## src/rtl/muldiv_unit_pkg.sv

```systemverilog
// muldiv_unit_pkg: shared types, MDU opcodes and hi/lo funct codes for the muldiv unit
package muldiv_unit_pkg;
  typedef enum logic [1:0] {
    MDU_MULT  = 2'b00,
    MDU_MULTU = 2'b01,
    MDU_DIV   = 2'b10,
    MDU_DIVU  = 2'b11
  } mdu_op_t;
  typedef enum logic [1:0] {IDLE, RUN, FIX} mdu_state_t;
  localparam logic [5:0] FUNCT_MFHI = 6'h10;
  localparam logic [5:0] FUNCT_MTHI = 6'h11;
  localparam logic [5:0] FUNCT_MFLO = 6'h12;
  localparam logic [5:0] FUNCT_MTLO = 6'h13;
  function automatic logic is_signed_op(mdu_op_t op);
    return !op[0];
  endfunction
  function automatic logic is_div_op(mdu_op_t op);
    return op[1];
  endfunction
endpackage

```

## src/rtl/muldiv_unit_if.sv

```systemverilog
// muldiv_unit_if: execute-stage request/response bundle between the pipeline and the muldiv unit
interface muldiv_unit_if
  import muldiv_unit_pkg::*;
#(
  parameter int WIDTH = 32
);
  logic             startE;
  mdu_op_t          opE;
  logic [WIDTH-1:0] srcaE;
  logic [WIDTH-1:0] srcbE;
  logic             abortE;
  logic             mthiE;
  logic             mtloE;
  logic [WIDTH-1:0] wdataE;
  logic [WIDTH-1:0] hi;
  logic [WIDTH-1:0] lo;
  logic             busy;
  modport master(
    output startE, opE, srcaE, srcbE, abortE, mthiE, mtloE, wdataE,
    input  hi, lo, busy
  );
  modport slave(
    input  startE, opE, srcaE, srcbE, abortE, mthiE, mtloE, wdataE,
    output hi, lo, busy
  );
endinterface

```

## src/rtl/muldiv_unit_datapath.sv

```systemverilog
// mdu_datapath: magnitude shift-add multiplier / restoring divider with final sign fixup
module mdu_datapath
  import muldiv_unit_pkg::*;
#(
  parameter int WIDTH = 32
) (
  input  logic             clk,
  input  logic             reset,
  input  logic             load_i,
  input  logic             step_i,
  input  mdu_op_t          op_i,
  input  logic [WIDTH-1:0] a_i,
  input  logic [WIDTH-1:0] b_i,
  output logic [WIDTH-1:0] res_hi_o,
  output logic [WIDTH-1:0] res_lo_o
);
  logic [WIDTH-1:0]   m_q, m_d;
  logic [2*WIDTH-1:0] acc_q, acc_d;
  logic               div_q, div_d, negq_q, negq_d, negr_q, negr_d;
  logic               sa, sb;
  logic [WIDTH-1:0]   abs_a, abs_b, up, lw;
  logic [WIDTH:0]     sum, shl, diff;
  logic [2*WIDTH-1:0] prod;
  // acc holds {partial product, multiplier} or {remainder, dividend/quotient}
  always_comb begin
    sa = is_signed_op(op_i) & a_i[WIDTH-1];
    sb = is_signed_op(op_i) & b_i[WIDTH-1];
    abs_a = sa ? -a_i : a_i;
    abs_b = sb ? -b_i : b_i;
    up = acc_q[2*WIDTH-1:WIDTH];
    lw = acc_q[WIDTH-1:0];
    sum = {1'b0, up} + (lw[0] ? {1'b0, m_q} : '0);
    shl = {up, lw[WIDTH-1]};
    diff = shl - {1'b0, m_q};
    prod = negq_q ? -acc_q : acc_q;
    m_d = load_i ? (is_div_op(op_i) ? abs_b : abs_a) : m_q;
    acc_d = load_i ? {{WIDTH{1'b0}}, is_div_op(op_i) ? abs_a : abs_b}
          : !step_i ? acc_q
          : !div_q ? {sum, lw[WIDTH-1:1]}
          : diff[WIDTH] ? {shl[WIDTH-1:0], lw[WIDTH-2:0], 1'b0}
          : {diff[WIDTH-1:0], lw[WIDTH-2:0], 1'b1};
    div_d = load_i ? is_div_op(op_i) : div_q;
    // a zero divisor leaves the all-ones quotient unsigned
    negq_d = load_i ? ((sa ^ sb) & !(is_div_op(op_i) && b_i == '0)) : negq_q;
    negr_d = load_i ? (is_div_op(op_i) & sa) : negr_q;
    res_hi_o = div_q ? (negr_q ? -up : up) : prod[2*WIDTH-1:WIDTH];
    res_lo_o = div_q ? (negq_q ? -lw : lw) : prod[WIDTH-1:0];
  end
  always_ff @(posedge clk or posedge reset) begin
    if (reset) begin
      m_q <= '0;
      acc_q <= '0;
      div_q <= 1'b0;
      negq_q <= 1'b0;
      negr_q <= 1'b0;
    end else begin
      m_q <= m_d;
      acc_q <= acc_d;
      div_q <= div_d;
      negq_q <= negq_d;
      negr_q <= negr_d;
    end
  end
endmodule

```

## src/rtl/muldiv_unit.sv

```systemverilog
// muldiv_unit: iterative MIPS multiply/divide unit owning the architectural HI/LO registers
module muldiv_unit
  import muldiv_unit_pkg::*;
#(
  parameter int WIDTH = 32
) (
  input  logic         clk,
  input  logic         reset,
  muldiv_unit_if.slave bus
);
  localparam int CNTW = $clog2(WIDTH) + 1;
  mdu_state_t       state_q, state_d;
  logic [CNTW-1:0]  cnt_q, cnt_d;
  logic [WIDTH-1:0] hi_q, hi_d, lo_q, lo_d, res_hi, res_lo;
  logic             load, step;
  mdu_datapath #(.WIDTH(WIDTH)) u_dp (
    .clk     (clk),
    .reset   (reset),
    .load_i  (load),
    .step_i  (step),
    .op_i    (bus.opE),
    .a_i     (bus.srcaE),
    .b_i     (bus.srcbE),
    .res_hi_o(res_hi),
    .res_lo_o(res_lo)
  );
  // abort beats MTHI/MTLO, which beat completion, which beats a new start
  always_comb begin
    state_d = state_q;
    cnt_d = cnt_q;
    hi_d = hi_q;
    lo_d = lo_q;
    load = 1'b0;
    step = 1'b0;
    if (bus.abortE) begin
      state_d = IDLE;
    end else if (bus.mthiE || bus.mtloE) begin
      hi_d = bus.mthiE ? bus.wdataE : hi_q;
      lo_d = bus.mtloE ? bus.wdataE : lo_q;
      state_d = IDLE;
    end else begin
      case (state_q)
        IDLE: begin
          load = bus.startE;
          cnt_d = bus.startE ? CNTW'(WIDTH) : cnt_q;
          state_d = bus.startE ? RUN : IDLE;
        end
        RUN: begin
          step = 1'b1;
          cnt_d = cnt_q - 1'b1;
          state_d = (cnt_q == CNTW'(1)) ? FIX : RUN;
        end
        default: begin
          hi_d = res_hi;
          lo_d = res_lo;
          state_d = IDLE;
        end
      endcase
    end
  end
  always_ff @(posedge clk or posedge reset) begin
    if (reset) begin
      state_q <= IDLE;
      cnt_q <= '0;
      hi_q <= '0;
      lo_q <= '0;
    end else begin
      state_q <= state_d;
      cnt_q <= cnt_d;
      hi_q <= hi_d;
      lo_q <= lo_d;
    end
  end
  assign bus.hi = hi_q;
  assign bus.lo = lo_q;
  assign bus.busy = (state_q != IDLE);
endmodule

```

## src/flat_wrapper.sv

```systemverilog
// flat-port wrapper written by rule: the top's interface ports become plain ports
module muldiv_unit_flat import muldiv_unit_pkg::*;
#(
  parameter int WIDTH = 32
)
  (clk, reset, bus_startE, bus_opE, bus_srcaE, bus_srcbE, bus_abortE, bus_mthiE, bus_mtloE, bus_wdataE, bus_hi, bus_lo, bus_busy);
  muldiv_unit_if #(.WIDTH(WIDTH)) bus_i ();
  input  logic clk;
  input  logic reset;
  input wire logic [$bits(bus_i.startE)-1:0] bus_startE;
  input wire logic [$bits(bus_i.opE)-1:0] bus_opE;
  input wire logic [$bits(bus_i.srcaE)-1:0] bus_srcaE;
  input wire logic [$bits(bus_i.srcbE)-1:0] bus_srcbE;
  input wire logic [$bits(bus_i.abortE)-1:0] bus_abortE;
  input wire logic [$bits(bus_i.mthiE)-1:0] bus_mthiE;
  input wire logic [$bits(bus_i.mtloE)-1:0] bus_mtloE;
  input wire logic [$bits(bus_i.wdataE)-1:0] bus_wdataE;
  output wire logic [$bits(bus_i.hi)-1:0] bus_hi;
  output wire logic [$bits(bus_i.lo)-1:0] bus_lo;
  output wire logic [$bits(bus_i.busy)-1:0] bus_busy;
  assign bus_i.startE = bus_startE;
  assign bus_i.opE = bus_opE;
  assign bus_i.srcaE = bus_srcaE;
  assign bus_i.srcbE = bus_srcbE;
  assign bus_i.abortE = bus_abortE;
  assign bus_i.mthiE = bus_mthiE;
  assign bus_i.mtloE = bus_mtloE;
  assign bus_i.wdataE = bus_wdataE;
  assign bus_hi = bus_i.hi;
  assign bus_lo = bus_i.lo;
  assign bus_busy = bus_i.busy;
  muldiv_unit #(.WIDTH(WIDTH)) u_core (.clk(clk), .reset(reset), .bus(bus_i));
endmodule
```

## config.mk

```make
export PLATFORM = sky130hd
export DESIGN_NAME = muldiv_unit_flat
export DESIGN_NICKNAME = d
export VERILOG_FILES = /design/src/rtl/muldiv_unit_pkg.sv /design/src/rtl/muldiv_unit_if.sv /design/src/rtl/muldiv_unit_datapath.sv /design/src/rtl/muldiv_unit.sv /design/src/flat_wrapper.sv
export SDC_FILE = /design/constraint.sdc
export NUM_CORES = 1
export LEC_CHECK = 0
export BUFFER_PORTS_ARGS = -buffer_cell sky130_fd_sc_hd__buf_2
export CAP_MARGIN = 15
export CORE_ASPECT_RATIO = 1.2
export CORE_MARGIN = 10
export CORE_UTILIZATION = 55
export CTS_BUF_LIST = sky130_fd_sc_hd__clkbuf_16
export CTS_CLUSTER_SIZE = 10
export DETAILED_ROUTE_END_ITERATION = 12
export PLACE_DENSITY = 0.85
export REMOVE_ABC_BUFFERS = 1
export SLEW_MARGIN = 20
export SYNTH_ARGS = -nofsm -noshare
export SYNTH_HDL_FRONTEND = slang
export SYNTH_SLANG_ARGS = --single-unit
```

## constraint.sdc

```tcl
create_clock -name clk -period 6.45 [get_ports clk]
set_input_delay 1.29 -clock clk [delete_from_list [all_inputs] [get_ports clk]]
set_output_delay 1.29 -clock clk [all_outputs]
set_load 0.005 [all_outputs]
```

* Yosys cells after proc, flatten, opt, wreduce, memory -nomap -nowiden *
Index checks and enable logic that the tools add are counted.

cells by class
  shift-type cells = 0
  $lt $le $gt $ge = 0
  $add $sub $neg = 8
  mux-type cells = 33
  equal/unequal tests = 6
  bitwise operators = 7
  divide/modulo/power cells = 0
  reductions and logical operators = 13
  multipliers = 0

operator list
  operator             count
  $mux 32              15
  $mux 64              5
  $neg 32->32          4
  $neg 64->64          1
  $add 32x32->33       1
  $sub 33x32->33       1
  $logic_not 32->1     1
  $pmux 6 s2           1
  $mux 1               7
  $eq 6x1->1 const B   1
  $mux 2               3
  $mux 6               1
  $ne 2x2->1 const B   3
  $reduce_and 3->1     2
  $reduce_bool 2->1    3
  $sub 6x1->6 const B  1
  $and 1x1->1          4
  $pmux 2 s2           1
  $reduce_and 4->1     1
  $eq 2x1->1 const B   1
  $logic_not 1->1      2
  $logic_not 2->1      1
  $ne 2x1->1 const B   1
  $not 1->1            2
  4 further kinds      4

storage, ports and cells
  memories = 0
  memory bits (writable) = 0
  bits in latches = 0
  bits in registers = 171
  memory bits (read-only) = 0

* Longest topological paths before layout *
  word-level depth = 6
  gate-level depth with buffers = 15
  depth with buffers taken out = 14

* Hierarchy *
From an unflattened synthesis, not the netlist that was laid out.

unflattened totals
  cells, all modules = 1,876
  area total of the unflattened synthesis = 15,519.9 µm²

modules (own cells, without submodules)
  module        times used  cells each  area each (µm²)
  mdu_datapath  1           1,617       11,925.2
  muldiv_unit   1           259         3,594.7

* Worst setup path after synthesis *
No wires, ideal clock.

  path type = input to register
  start = input bus_srcaE[3]
  end = register u_core.u_dp.acc_q[29]
  slack = 2,875 ps
  data required time = 6,314 ps
  cell stages on the path = 9
  library setup time = 136 ps
  path buffers = 0
  arrival time = 3,439 ps
  cell sequence = or3_1 > or4_1 > nor4_4 > nand3_1 > o41ai_1 > xor2_1 > nand2_1 > o211ai_1 > o21ai_0

on the way
  word-level cells in the longest chain between the ends = 4

ends and longest elaborated chain
  element                 line                        source
  start: declaration      flat_wrapper.sv:12          input wire logic [$bits(bus_i.srcaE)-1:0] bus_srcaE;
  $neg 32->32             muldiv_unit_datapath.sv:28  abs_a = sa ? -a_i : a_i;
  $mux 32                 muldiv_unit_datapath.sv:28
  $mux 32                 muldiv_unit_datapath.sv:37  acc_d = load_i ? {{WIDTH{1'b0}}, is_div_op(op_i) ? abs_a : abs_b}
  $mux 64                 muldiv_unit_datapath.sv:37
  end signal: assignment  muldiv_unit_datapath.sv:52  acc_q <= '0;
  end signal: assignment  muldiv_unit_datapath.sv:58  acc_q <= acc_d;
  end: declaration        muldiv_unit_datapath.sv:18  logic [2*WIDTH-1:0] acc_q, acc_d;

No other way between the ends.
A chain may end at the register's enable or synchronous reset.

* Worst setup path in the final report *
  start = register u_core.u_dp.acc_q[0]
  end = register u_core.u_dp.acc_q[59]

on the way
  word-level cells in the longest chain between the ends = 5

ends and longest elaborated chain
  element         line                        source
  $mux 32         muldiv_unit_datapath.sv:32  sum = {1'b0, up} + (lw[0] ? {1'b0, m_q} : '0);
  $add 32x32->33  muldiv_unit_datapath.sv:32
  $mux 64         muldiv_unit_datapath.sv:39  : !div_q ? {sum, lw[WIDTH-1:1]}
  $mux 64         muldiv_unit_datapath.sv:38  : !step_i ? acc_q
  $mux 64         muldiv_unit_datapath.sv:37

No other way between the ends. The select of a mux whose other input is x is not followed.

==> run_results.csv <==
group,metric,value,unit
outcome,status,"complete, no violations",
sta,skew,0.0103,ns
cts,numCtsBuffers,17,
sta,worst_pin_slew,1.08,ns
min_path,hold_class,"register to register",
worst_setup_path,critical_path.most_common_cell,"o21ai_0",
synthesis,synthAdderAreaFrac,0.0623,
cells_and_area,stdcell_area,0.0162,mm²
cts,cts.clk_slew.worst_paths,0.07,ns
route,wl_per_cell,19.3,µm
route,dr.pass1.iters,5,
synthesis,yosys.area_share.simple,0.190,
cells_and_area,fin_nets,2164,
synthesis,yosys-top-cells-count,"nand2_1 (215), nor2_1 (210), a21oi_1 (191)",
route,drt_iter0_drc,1587,
global_routing,antenna_found_initial,0,
floorplanning,die_y,199,µm
worst_setup_path,r2r_setup_slack,2.19,ns
power,cellPowerDensity,260,mW/mm²
cts,postCtsSetupRepairBufs,0,
cts,h-tree-depth,4,
worst_setup_path,path_cells,"inv_1 > nor2_1 > ha_1 > nor2b_1 > o31ai_1 > a211oi_1 > o21ai_0 > a21oi_1 > o22ai_1 > o21ai_0 > xor2_1 > a22oi_1 > o21ai_0",
route,drc,0,
synthesis,netlist_instances,1902,
worst_setup_path,cp_num_buf_inv,1,
worst_setup_path,critPathLaunchType,"register",
sta,tns,0,ns
floorplanning,io_pins,169,
min_path,min_path_cells,2,
floorplanning,initial_core_util,0.558,
worst_setup_path,cpPeakStageDelay,0.74,ns
worst_setup_path,crit_path_top_delay_cell,"inv_1",
worst_setup_path,crit_family,"compound AO/OA/AOI/OAI gates",
synthesis,synth_cell_types,74,
floorplanning,die_x,169,µm
worst_setup_path,cp-end-kind,"register",
cts,insertion_delay,0.44,ns
worst_setup_path,worst-path-stages,13,
worst_setup_path,critPathRequiredTime,6.75,ns
sta,drv_slew,0,
sta,hold_violations,0,
placement,dpl.hpwl,35100,µm
min_path,whs_endpoint,"u_core.bus.hi[13]$_DFFE_PP0P_",
floorplanning,die-area,0.0337,mm²
power,power.leakage,7.41,nW
placement,port_buffers,168,
worst_setup_path,crit_arrival,4.56,ns
synthesis,synth_mux_area_frac,0.0384,
sta,setup_ws,2.19,ns
sta,setup_viol,0,
flow_run,maxCapViolCount,0,
placement,place_area,0.0157,mm²
synthesis,ys_warn_count,0,
synthesis,synth_top_family_by_area,"compound AO/OA/AOI/OAI gates",
synthesis,yosysSeqAreaShare,0.291,
worst_setup_path,regToRegEndpoint,"u_core.u_dp.acc_q[59]$_DFFE_PP0P_",
synthesis,syn_area,0.0147,mm²
synthesis,yosys-top-cells-area,"dfrtp_1 (29%), a21oi_1 (6.5%), o21ai_0 (6.4%)",
cts,hold_buffers,0,
cells_and_area,seqCellArea,0.00428,mm²
floorplanning,core_area,0.0264,mm²
synthesis,synth-compound-area-share,0.265,
global_routing,grt.total_usage,0.262,
synthesis,syn_area_per_cell,7.73,µm²
cells_and_area,multi_input_area,0.00974,mm²
placement,dp_slack,2.32,ns
route,ant_nets,0,
synthesis,ys.flop_type,"dfrtp_1",
synthesis,synthArstFlopShare,1.00,
floorplanning,fp-row-count,65,
cts,root_buffer,"clkbuf_16",
sta,relSlewSlack,0.278,
global_routing,globalRoute.totalOverflow,0,
sta,fin_crit_sh,0.660,
cells_and_area,diodes,0,
global_routing,grt_pass1_wl,72500,µm
synthesis,synth_xor_area_frac,0.105,
sta,rsz0062_at_grt,"no",
route,vias,14400,
sta,worst_hold_slack,0.471,ns
sta,fmax,235,MHz
synthesis,yosysMostFrequentCell,"nand2_1",
sta,min_period,4.26,ns
worst_setup_path,crit_fanout,31,
synthesis,yosys.area.top_type,"dfrtp_1",
placement,placed_cells,2304,
worst_setup_path,rr_startpoint,"u_core.u_dp.acc_q[0]$_DFFE_PP0P_",
cells_and_area,final_layout_size_suffix_gt1_frac,0.129,
cts,clock_path_buffers,2,
synthesis,synth_enable_flop_cells,0,
cts,cts.sinks,171,
synthesis,synth_top_area_frac,0.291,
power,power,4.22,mW
cts,cts_resized,0,
global_routing,grt_max_degree,73,
global_routing,grt_pass1_vias,13900,
cells_and_area,final_core_util,0.616,
worst_setup_path,crit_type,"register to register",
synthesis,synth-seq-cells,171,
placement,gp_congestion,1.06,
cells_and_area,areaGrowthSynthToFinish,10.4,%
min_path,min_from,"u_core.bus.hi[13]$_DFFE_PP0P_",
cts,cts_tree,"yes",
power,irDropWorstVdd,0.145,mV
cells_and_area,final_cells,2335,
route,vias_per_cell,6.16,
cells_and_area,num-fill-cells,2370,
route,wl,45000,µm
worst_setup_path,worst-r2r-cell-count,13,
placed cells by master (no fill, tap or decap), types with 12 or more instances in the layout:
cell,Yosys,layout
a211oi_1,13,13
a21o_1,26,26
a21oi_1,191,191
a22oi_1,17,17
a31oi_1,15,15
and2_1,13,13
buf_2,4,167
buf_4,0,17
clkbuf_16,0,17
dfrtp_1,171,170
ha_1,70,70
inv_1,66,66
mux2i_1,53,53
nand2_1,215,215
nand2b_1,13,13
nand3_1,16,16
nor2_1,210,208
nor2b_1,13,13
nor3_1,39,39
nor4_1,15,15
o211ai_1,37,37
o21a_1,12,12
o21ai_0,188,187
o31ai_1,45,45
xnor2_1,104,104
xor2_1,72,72
per-layer routing:
metal,share of wire,global-route usage,vias up
li1,-,-,6963
met1,0.43,0.343,6793
met2,0.46,0.426,572
met3,0.094,0.0558,49
met4,0.018,0.0758,0
met5,0,0,-
worst max-delay path by stage:
stage | startpoint | end
2_1_floorplan | reset | u_core.bus.hi[0]$_DFFE_PP0P_
3_3_place_gp | bus_mthiE | u_core.u_dp.acc_q[37]$_DFFE_PP0P_
3_5_place_dp | bus_srcbE[7] | u_core.u_dp.m_q[29]$_DFFE_PP0P_
4_1_cts | u_core.u_dp.acc_q[0]$_DFFE_PP0P_ | u_core.u_dp.acc_q[59]$_DFFE_PP0P_
5_1_grt | u_core.u_dp.acc_q[0]$_DFFE_PP0P_ | u_core.u_dp.acc_q[58]$_DFFE_PP0P_
6_report | u_core.u_dp.acc_q[0]$_DFFE_PP0P_ | u_core.u_dp.acc_q[59]$_DFFE_PP0P_
worst min-delay path, cell delays in order, from the launching register on:
cell and delay [ns]:
dfrtp_1 0.34, nand2_1 0.05, o31ai_1 0.05
where the power goes:
part / total, mW / switching [mW] / internal [mW]
Combinational: 1.73 / 1.04 / 0.692
Sequential: 1.50 / 0.256 / 1.25
Clock: 0.984 / 0.454 / 0.530
Total: 4.22 / 1.75 / 2.47
flip-flops by register name, summed over array words and instances (netlist names):
| name | cells |
|---|---|
| u_core.state_q | 2 |
| u_core.u_dp.negr_q | 1 |
| u_core.u_dp.negq_q | 1 |
| u_core.bus.lo | 32 |
| u_core.bus.hi | 32 |
| u_core.u_dp.div_q | 1 |
| u_core.u_dp.m_q | 32 |
| u_core.u_dp.acc_q | 64 |
| u_core.cnt_q | 6 |
cells by family (layout without fill, tap and decap cells):
group | Yosys count | after routing
AND/OR/NAND/NOR | 609 | 609
flip-flops | 171 | 171
buffers and inverters | 185 | 283
multiplexers | 56 | 56
adder cells (fa/ha/maj) | 72 | 72
XOR/XNOR | 176 | 176
AO/OA/AOI/OAI | 633 | 633
area by class of cell:
cell class                 instances  share of cell area
clock buffer                      17              0.0262
inverter                          67              0.0158
multi-input combinational       1546               0.600
clock inverter                    14             0.00748
tap                              335              0.0258
sequential                       171               0.264
timing repair buffer             185              0.0606
Power figures use the tool's default switching activity.
